File: config.mk
export PLATFORM = sky130hd
export DESIGN_NAME = muxn_pipe_alu
export DESIGN_NICKNAME = d
export VERILOG_FILES = /design/src/rtl/alu_pkg.sv /design/src/rtl/muxw2_1_alu.sv /design/src/rtl/muxn_pipe_alu.sv
export SDC_FILE = /design/constraint.sdc
export NUM_CORES = 1
export LEC_CHECK = 0
export ABC_CLOCK_PERIOD_IN_PS = 1700
export CAP_MARGIN = 20
export CORE_ASPECT_RATIO = 1.5
export CORE_MARGIN = 5
export CORE_UTILIZATION = 23
export CTS_BUF_LIST = sky130_fd_sc_hd__clkbuf_2 sky130_fd_sc_hd__clkbuf_4 sky130_fd_sc_hd__clkbuf_8
export DETAILED_ROUTE_END_ITERATION = 16
export PLACE_DENSITY_LB_ADDON = 0.12
export SLEW_MARGIN = 25
export SYNTH_ARGS = -nofsm -noshare
export SYNTH_HDL_FRONTEND = slang
export SYNTH_SLANG_ARGS = --single-unit
File: constraint.sdc
create_clock -name clk -period 1.7 [get_ports clk]
set_input_delay 0.34 -clock clk [delete_from_list [all_inputs] [get_ports clk]]
set_output_delay 0.34 -clock clk [all_outputs]
set_load 0.05 [all_outputs]
File: src/rtl/alu_pkg.sv
// ---------------------------------------------------------------------------
// alu_pkg
// Shared definitions for the processor ALU datapath: opcode encodings plus
// the elaboration-time helpers used by the forwarding word selector
// (muxn_pipe_alu).
// ---------------------------------------------------------------------------
package alu_pkg;

    typedef enum logic [3:0] {
        ALU_ADD  = 4'd0,
        ALU_SUB  = 4'd1,
        ALU_AND  = 4'd2,
        ALU_OR   = 4'd3,
        ALU_XOR  = 4'd4,
        ALU_SLL  = 4'd5,
        ALU_SRL  = 4'd6,
        ALU_SRA  = 4'd7,
        ALU_SLT  = 4'd8,
        ALU_SLTU = 4'd9
    } alu_op_t;

    // Legal register-stage counts for the word selector: MIN..MAX inclusive.
    localparam int MUXN_LATENCY_MIN = 1;
    localparam int MUXN_LATENCY_MAX = 2;

    // Number of select bits resolved by the first stage of a two-stage
    // selector: ceil(selw/2).
    function automatic int muxn_k(input int selw);
        return (selw + 1) / 2;
    endfunction

    // Nodes needed at tree level lvl when the leaf level holds n words:
    // ceil(n / 2^lvl). Nodes past this count would only ever carry zero.
    function automatic int muxn_nodes(input int n, input int lvl);
        return (n + (1 << lvl) - 1) >> lvl;
    endfunction

endpackage

File: src/rtl/muxw2_1_alu.sv
// ---------------------------------------------------------------------------
// muxw2_1_alu
// Combinational W-bit 2:1 word mux; the building block of both selector
// tree stages in muxn_pipe_alu.
//   i_a   : word chosen when i_sel = 0
//   i_b   : word chosen when i_sel = 1
//   i_sel : select
//   o_y   : selected word
// ---------------------------------------------------------------------------
module muxw2_1_alu
    import alu_pkg::*;
#(
    parameter int W = 64
) (
    input  logic [W-1:0] i_a,
    input  logic [W-1:0] i_b,
    input  logic         i_sel,
    output logic [W-1:0] o_y
);

    assign o_y = i_sel ? i_b : i_a;

endmodule

File: src/rtl/muxn_pipe_alu.sv
// ---------------------------------------------------------------------------
// muxn_pipe_alu
// N-way, W-bit pipelined word selector feeding the ALU operand latch.
// Built as a tree of 2:1 word muxes with one or two register stages.
// Carries a valid bit with the data, honours stall/flush, and flags selects
// that fall outside the N populated inputs.
//
// Ports
//   clk       : rising-edge clock
//   reset     : synchronous, active-high; beats every other input
//   in_valid  : sel/data this cycle describe a real operation
//   sel       : index of the word to select (SELW bits)
//   data      : flattened inputs, word k = data[k*W +: W]
//   stall     : hold every register; the presented op is not accepted
//   flush     : clear all valid bits and sel_err; beats stall
//   out_valid : out carries a completed selection
//   out       : selected word (holds the last valid result otherwise)
//   sel_err   : with out_valid, the selection had sel >= N (out is 0)
// ---------------------------------------------------------------------------
module muxn_pipe_alu
    import alu_pkg::*;
#(
    parameter  int W       = 64,
    parameter  int N       = 4,
    parameter  int LATENCY = 1,
    localparam int SELW    = $clog2(N)
) (
    input  logic            clk,
    input  logic            reset,
    input  logic            in_valid,
    input  logic [SELW-1:0] sel,
    input  logic [N*W-1:0]  data,
    input  logic            stall,
    input  logic            flush,
    output logic            out_valid,
    output logic [W-1:0]    out,
    output logic            sel_err
);

    // Anything outside MIN..MAX is clamped so elaboration stays well defined.
    localparam int  LAT_EFF   = (LATENCY >= MUXN_LATENCY_MAX) ? MUXN_LATENCY_MAX
                                                              : MUXN_LATENCY_MIN;
    localparam bit  TWO_STAGE = (LAT_EFF == MUXN_LATENCY_MAX);
    // Depth of the input-side tree: all select bits for one stage, the low
    // half for two stages.
    localparam int  K         = TWO_STAGE ? muxn_k(SELW) : SELW;
    localparam logic [SELW:0] N_LIMIT = (SELW + 1)'(N);

    genvar gi, gk;

    logic w_sel_oor;
    assign w_sel_oor = ({1'b0, sel} >= N_LIMIT);

    // -----------------------------------------------------------------------
    // Input-side tree. Level 0 holds the N input words; level gi reduces
    // pairs using sel[gi-1]. A node whose right child does not exist takes 0
    // there, so an out-of-range sel walks into a zero and the selected word
    // is 0 without any extra gating.
    // -----------------------------------------------------------------------
    for (gi = 0; gi <= K; gi++) begin : g_lo
        localparam int CNT = muxn_nodes(N, gi);
        logic [W-1:0] w_node [CNT];

        if (gi == 0) begin : g_leaf
            for (gk = 0; gk < N; gk++) begin : g_w
                assign w_node[gk] = data[gk*W +: W];
            end
        end else begin : g_lvl
            localparam int PCNT = muxn_nodes(N, gi - 1);
            for (gk = 0; gk < CNT; gk++) begin : g_m
                if (2*gk + 1 < PCNT) begin : g_pair
                    muxw2_1_alu #(.W(W)) u_mux (
                        .i_a   (g_lo[gi-1].w_node[2*gk]),
                        .i_b   (g_lo[gi-1].w_node[2*gk+1]),
                        .i_sel (sel[gi-1]),
                        .o_y   (w_node[gk])
                    );
                end else begin : g_half
                    muxw2_1_alu #(.W(W)) u_mux (
                        .i_a   (g_lo[gi-1].w_node[2*gk]),
                        .i_b   ('0),
                        .i_sel (sel[gi-1]),
                        .o_y   (w_node[gk])
                    );
                end
            end
        end
    end

    // Result presented to the output register, with its valid and range flag.
    logic [W-1:0] w_res;
    logic         w_res_valid;
    logic         w_res_err;

    if (!TWO_STAGE) begin : g_one
        assign w_res       = g_lo[K].w_node[0];
        assign w_res_valid = in_valid;
        assign w_res_err   = w_sel_oor;
    end else begin : g_two
        localparam int NG = muxn_nodes(N, K);   // group words kept in stage 1
        localparam int DU = SELW - K;           // select bits left for stage 2

        logic [W-1:0] r_grp [NG];
        logic         r_s1_valid;
        logic         r_s1_err;

        always_ff @(posedge clk) begin
            if (reset) begin
                r_s1_valid <= 1'b0;
                r_s1_err   <= 1'b0;
                for (int j = 0; j < NG; j++) begin
                    r_grp[j] <= '0;
                end
            end else if (flush) begin
                r_s1_valid <= 1'b0;
                r_s1_err   <= 1'b0;
            end else if (!stall) begin
                r_s1_valid <= in_valid;
                r_s1_err   <= in_valid & w_sel_oor;
                // Group words only move with a real op; bubbles leave them.
                if (in_valid) begin
                    for (int j = 0; j < NG; j++) begin
                        r_grp[j] <= g_lo[K].w_node[j];
                    end
                end
            end
        end

        assign w_res_valid = r_s1_valid;
        assign w_res_err   = r_s1_err;

        if (DU > 0) begin : g_hi
            logic [DU-1:0] r_sel_hi;

            always_ff @(posedge clk) begin
                if (reset) begin
                    r_sel_hi <= '0;
                end else if (!flush && !stall && in_valid) begin
                    r_sel_hi <= sel[SELW-1:K];
                end
            end

            // Stage-2 tree over the registered group words; missing groups
            // read as zero, same as in the input-side tree.
            for (gi = 0; gi <= DU; gi++) begin : g_up
                localparam int CNT = muxn_nodes(NG, gi);
                logic [W-1:0] w_node [CNT];

                if (gi == 0) begin : g_leaf
                    for (gk = 0; gk < NG; gk++) begin : g_w
                        assign w_node[gk] = r_grp[gk];
                    end
                end else begin : g_lvl
                    localparam int PCNT = muxn_nodes(NG, gi - 1);
                    for (gk = 0; gk < CNT; gk++) begin : g_m
                        if (2*gk + 1 < PCNT) begin : g_pair
                            muxw2_1_alu #(.W(W)) u_mux (
                                .i_a   (g_up[gi-1].w_node[2*gk]),
                                .i_b   (g_up[gi-1].w_node[2*gk+1]),
                                .i_sel (r_sel_hi[gi-1]),
                                .o_y   (w_node[gk])
                            );
                        end else begin : g_half
                            muxw2_1_alu #(.W(W)) u_mux (
                                .i_a   (g_up[gi-1].w_node[2*gk]),
                                .i_b   ('0),
                                .i_sel (r_sel_hi[gi-1]),
                                .o_y   (w_node[gk])
                            );
                        end
                    end
                end
            end

            assign w_res = g_up[DU].w_node[0];
        end else begin : g_nohi
            // N = 2: stage 1 already resolved the whole select.
            assign w_res = r_grp[0];
        end
    end

    // -----------------------------------------------------------------------
    // Output register
    // -----------------------------------------------------------------------
    logic [W-1:0] r_out;
    logic         r_out_valid;
    logic         r_sel_err;

    always_ff @(posedge clk) begin
        if (reset) begin
            r_out       <= '0;
            r_out_valid <= 1'b0;
            r_sel_err   <= 1'b0;
        end else if (flush) begin
            r_out_valid <= 1'b0;
            r_sel_err   <= 1'b0;
        end else if (!stall) begin
            r_out_valid <= w_res_valid;
            r_sel_err   <= w_res_valid & w_res_err;
            if (w_res_valid) begin
                r_out <= w_res;
            end
        end
    end

    assign out       = r_out;
    assign out_valid = r_out_valid;
    assign sel_err   = r_sel_err;

endmodule

==> results of run 1 <==
## kinds of logic after synthesis
group / Yosys count / share of synthesized area [%]
AO/OA/AOI/OAI: 64 / 17.6
buffers and inverters: 36 / 5.95
flip-flops: 65 / 35.8
multiplexers: 65 / 39.9
other: 1 / 0.103
AND/OR/NAND/NOR: 3 / 0.619
## cell usage in the layout, fill, tap and decap left out, types with 2 or more instances in the layout
master / instances
sky130_fd_sc_hd__dfxtp_1: 65
sky130_fd_sc_hd__clkbuf_8: 11
sky130_fd_sc_hd__buf_4: 70
sky130_fd_sc_hd__a32o_1: 64
sky130_fd_sc_hd__buf_12: 10
sky130_fd_sc_hd__bufinv_16: 2
sky130_fd_sc_hd__clkdlybuf4s50_1: 260
sky130_fd_sc_hd__mux4_2: 64
sky130_fd_sc_hd__clkinv_2: 2
## layer usage
layer | vias to the layer above | track usage, % | part of all wire (%)
li1 | 1693 | - | -
met3 | 24 | 4.64 | 7.2
met2 | 194 | 30.1 | 56
met4 | 0 | 7.11 | 2.8
met1 | 1808 | 16.9 | 34
met5 | - | 0 | 0
## worst max path at each step
stage | depth (start not counted) | startpoint | slack, ns | end
2_1_floorplan | 4 | sel[0] | 0.23 | out[0]
3_3_place_gp | 4 | in_valid | -0.24 | out[19]
3_5_place_dp | 4 | in_valid | -0.25 | out[27]
4_1_cts | 4 | in_valid | 0.12 | out[27]
5_1_grt | 4 | in_valid | 0.06 | out[57]
6_report | 4 | in_valid | 0.08 | out[27]
## sequential cells by signal, indices dropped and copies added (netlist names)
| signal | cells |
|---|---|
| out_valid | 1 |
| out | 64 |
## area by class of cell
| type | instances | area (um^2) | area share, % |
|---|---|---|---|
| timing repair buffer | 341 | 3330 | 46.0 |
| multi-input combinational | 133 | 2120 | 29.3 |
| sequential | 65 | 1300 | 18.0 |
| tap | 203 | 254 | 3.51 |
| clock buffer | 11 | 151 | 2.09 |
| clock inverter | 5 | 77.6 | 1.07 |
| inverter | 1 | 3.75 | 0.0518 |
## power groups by stage
stage	combinational [W]	sequential, W	clock, W
2_1_floorplan	0.000456	0.00186	0
3_3_place_gp	0.00148	0.00165	0
3_5_place_dp	0.00149	0.00165	0
4_1_cts	0.00150	0.00162	0.00155
5_1_grt	0.00156	0.00162	0.00161
6_report	0.00147	0.00162	0.00149
## per-stage QoR
stage	TNS [ns]	instance area (um^2)	setup WS, ns
final	0	7250	0.0779
after global placement	-15.11	7020	-0.239
after detailed placement	-14.98	7020	-0.251
after CTS	0	7250	0.116
after global routing	0	7250	0.0555
after floorplan	0	3640	0.231
## synthesized netlist by cell type
master	n
sky130_fd_sc_hd__inv_2	1
sky130_fd_sc_hd__mux2i_1	1
sky130_fd_sc_hd__buf_6	7
sky130_fd_sc_hd__mux4_2	64
sky130_fd_sc_hd__dfxtp_1	65
sky130_fd_sc_hd__a32o_1	64
sky130_fd_sc_hd__clkbuf_1	7
sky130_fd_sc_hd__clkbuf_2	1
sky130_fd_sc_hd__nor3_1	1
sky130_fd_sc_hd__buf_2	19
sky130_fd_sc_hd__conb_1	1
sky130_fd_sc_hd__or3b_1	1
sky130_fd_sc_hd__nor4b_1	1
sky130_fd_sc_hd__buf_4	1
==> load_flow_metrics.sql, run 1 <==
INSERT INTO impl_metrics (metric_group, metric, value, unit) VALUES
('status', 'outcome', 'finished, final reports clean', ''),
('final_layout', 'layout-drive-gt1-share', '29.5', '%'),
('cts', 'clock-root-buffer', 'sky130_fd_sc_hd__clkbuf_8', ''),
('synth', 'synth-seq-cells', '65', ''),
('final_layout', 'area_growth', '99.3', '%'),
('floorplan', 'initial_core_util', '23.3', '%'),
('power', 'vdd_ir_drop_max', '0.395', 'mV'),
('worst_setup_path', 'worstPathMaxFanout', '64', ''),
('sta', 'final-max-slew-violation-count', '0', ''),
('final_layout', 'layout.core_utilization', '46.4', '%'),
('worst_setup_path', 'crit_buf_inv', '2', ''),
('sta', 'finalHoldViolations', '0', ''),
('run', 'cap_viol_max_count', '0', ''),
('global_routing', 'number_of_global_route_vias_before_repair', '4345', ''),
('floorplan', 'boundaryPins', '329', ''),
('power', 'share_seq_of_total_power', '35.3', '%'),
('worst_setup_path', 'worstSetupStartpointType', 'input port', ''),
('floorplan', 'chip_width', '113', 'um'),
('worst_setup_path', 'cp_slowest_stage_delay', '0.48', 'ns'),
('worst_setup_path', 'critical_path.reg2reg.startpoint', 'out[45]', ''),
('synth', 'synth_cell_type_count', '14', ''),
('sta', 'final.min_clock_period', '1.62', 'ns'),
('synth', 'post_synth_top_area_share', '39.6', '%'),
('worst_setup_path', 'r2r_cells', '1', ''),
('min_path', 'hold_path_depth', '1', ''),
('global_routing', 'grt_pass1_wl', '23.2', 'mm'),
('final_layout', 'final_cells', '759', ''),
('cts', 'cts_tree', 'done', ''),
('cts', 'cts_repair_resizes', '0', ''),
('global_routing', 'grt.total_usage', '16.2', '%'),
('power', 'power.share.clock', '32.6', '%'),
('cts', 'cts_max_level', '3', ''),
('detailed_routing', 'detailedRoute.firstIterationViolations', '120', ''),
('cts', 'worst_skew_pair_later_pin_latency', '0.34', 'ns'),
('worst_setup_path', 'timing.critical_path.max_delay_family', 'buffers and inverters', ''),
('sta', 'final_min_period_over_clock_period', '95.4', '%'),
('floorplan', 'vert_die_dim', '164', 'um'),
('sta', 'fin_skew', '0', 'ns'),
('worst_setup_path', 'cp_cell_sequence', 'clkdlybuf4s50_1, or3b_2, buf_12, a32o_1', ''),
('floorplan', 'die-area', '18500', 'um^2'),
('detailed_routing', 'route.vias.total', '3719', ''),
('power', 'p_int', '0.00341', 'W'),
('floorplan', 'core', '15600', 'um^2'),
('cts', 'numClockSinks', '65', ''),
('power', 'switchingPower', '0.00117', 'W'),
('cts', 'clock_tree.buffer_depth', '2', ''),
('sta', 'rsz0062_at_grt', 'no', ''),
('synth', 'synth_nets', '497', ''),
('worst_setup_path', 'worst_setup_path_end_kind', 'flip-flop', ''),
('place', 'numPlacedInstances', '743', ''),
('final_layout', 'fillerInstances', '1458', ''),
('power', 'leakagePower', '2.69', 'nW'),
('min_path', 'hold_end', 'out[62]', ''),
('detailed_routing', 'drt_pass1_iterations', '4', ''),
('power', 'report.power.total', '0.00458', 'W'),
('detailed_routing', 'vias_per_cell', '4.90', ''),
('final_layout', 'num-nets-final', '814', ''),
('synth', 'syn_area', '3640', 'um^2'),
('worst_setup_path', 'crit_path_top_delay_cell', 'sky130_fd_sc_hd__or3b_2', ''),
('min_path', 'hold_path_class', 'flip-flop to flip-flop', ''),
('cts', 'postCtsSetupBuffers', '0', ''),
('floorplan', 'cell_rows', '56', ''),
('sta', 'max_freq', '616', 'MHz'),
('worst_setup_path', 'cp.required', '1.93', 'ns'),
('synth', 'synth_cells', '234', ''),
('synth', 'synth.yosys.warnings', '0', ''),
('detailed_routing', 'drc', '0', ''),
('synth', 'synth.avg_cell_area', '15.5', 'um^2'),
('power', 'power_per_cell_area', '632', 'nW/um^2'),
('power', 'switching_share', '25.6', '%'),
('cts', 'cts_made_buffers', '9', '');
(Power assumes the default switching activity.)
==> run 2: changes to the inputs <==
--- a/config.mk
+++ b/config.mk
@@ -13,7 +13,7 @@
 export CTS_BUF_LIST = sky130_fd_sc_hd__clkbuf_2 sky130_fd_sc_hd__clkbuf_4 sky130_fd_sc_hd__clkbuf_8
 export DETAILED_ROUTE_END_ITERATION = 16
 export PLACE_DENSITY_LB_ADDON = 0.12
-export SLEW_MARGIN = 25
 export SYNTH_ARGS = -nofsm -noshare
 export SYNTH_HDL_FRONTEND = slang
 export SYNTH_SLANG_ARGS = --single-unit
+export TNS_END_PERCENT = 30
==> results of run 2 <==
The final DEF is identical to that of run 1; final timing and power are the same.
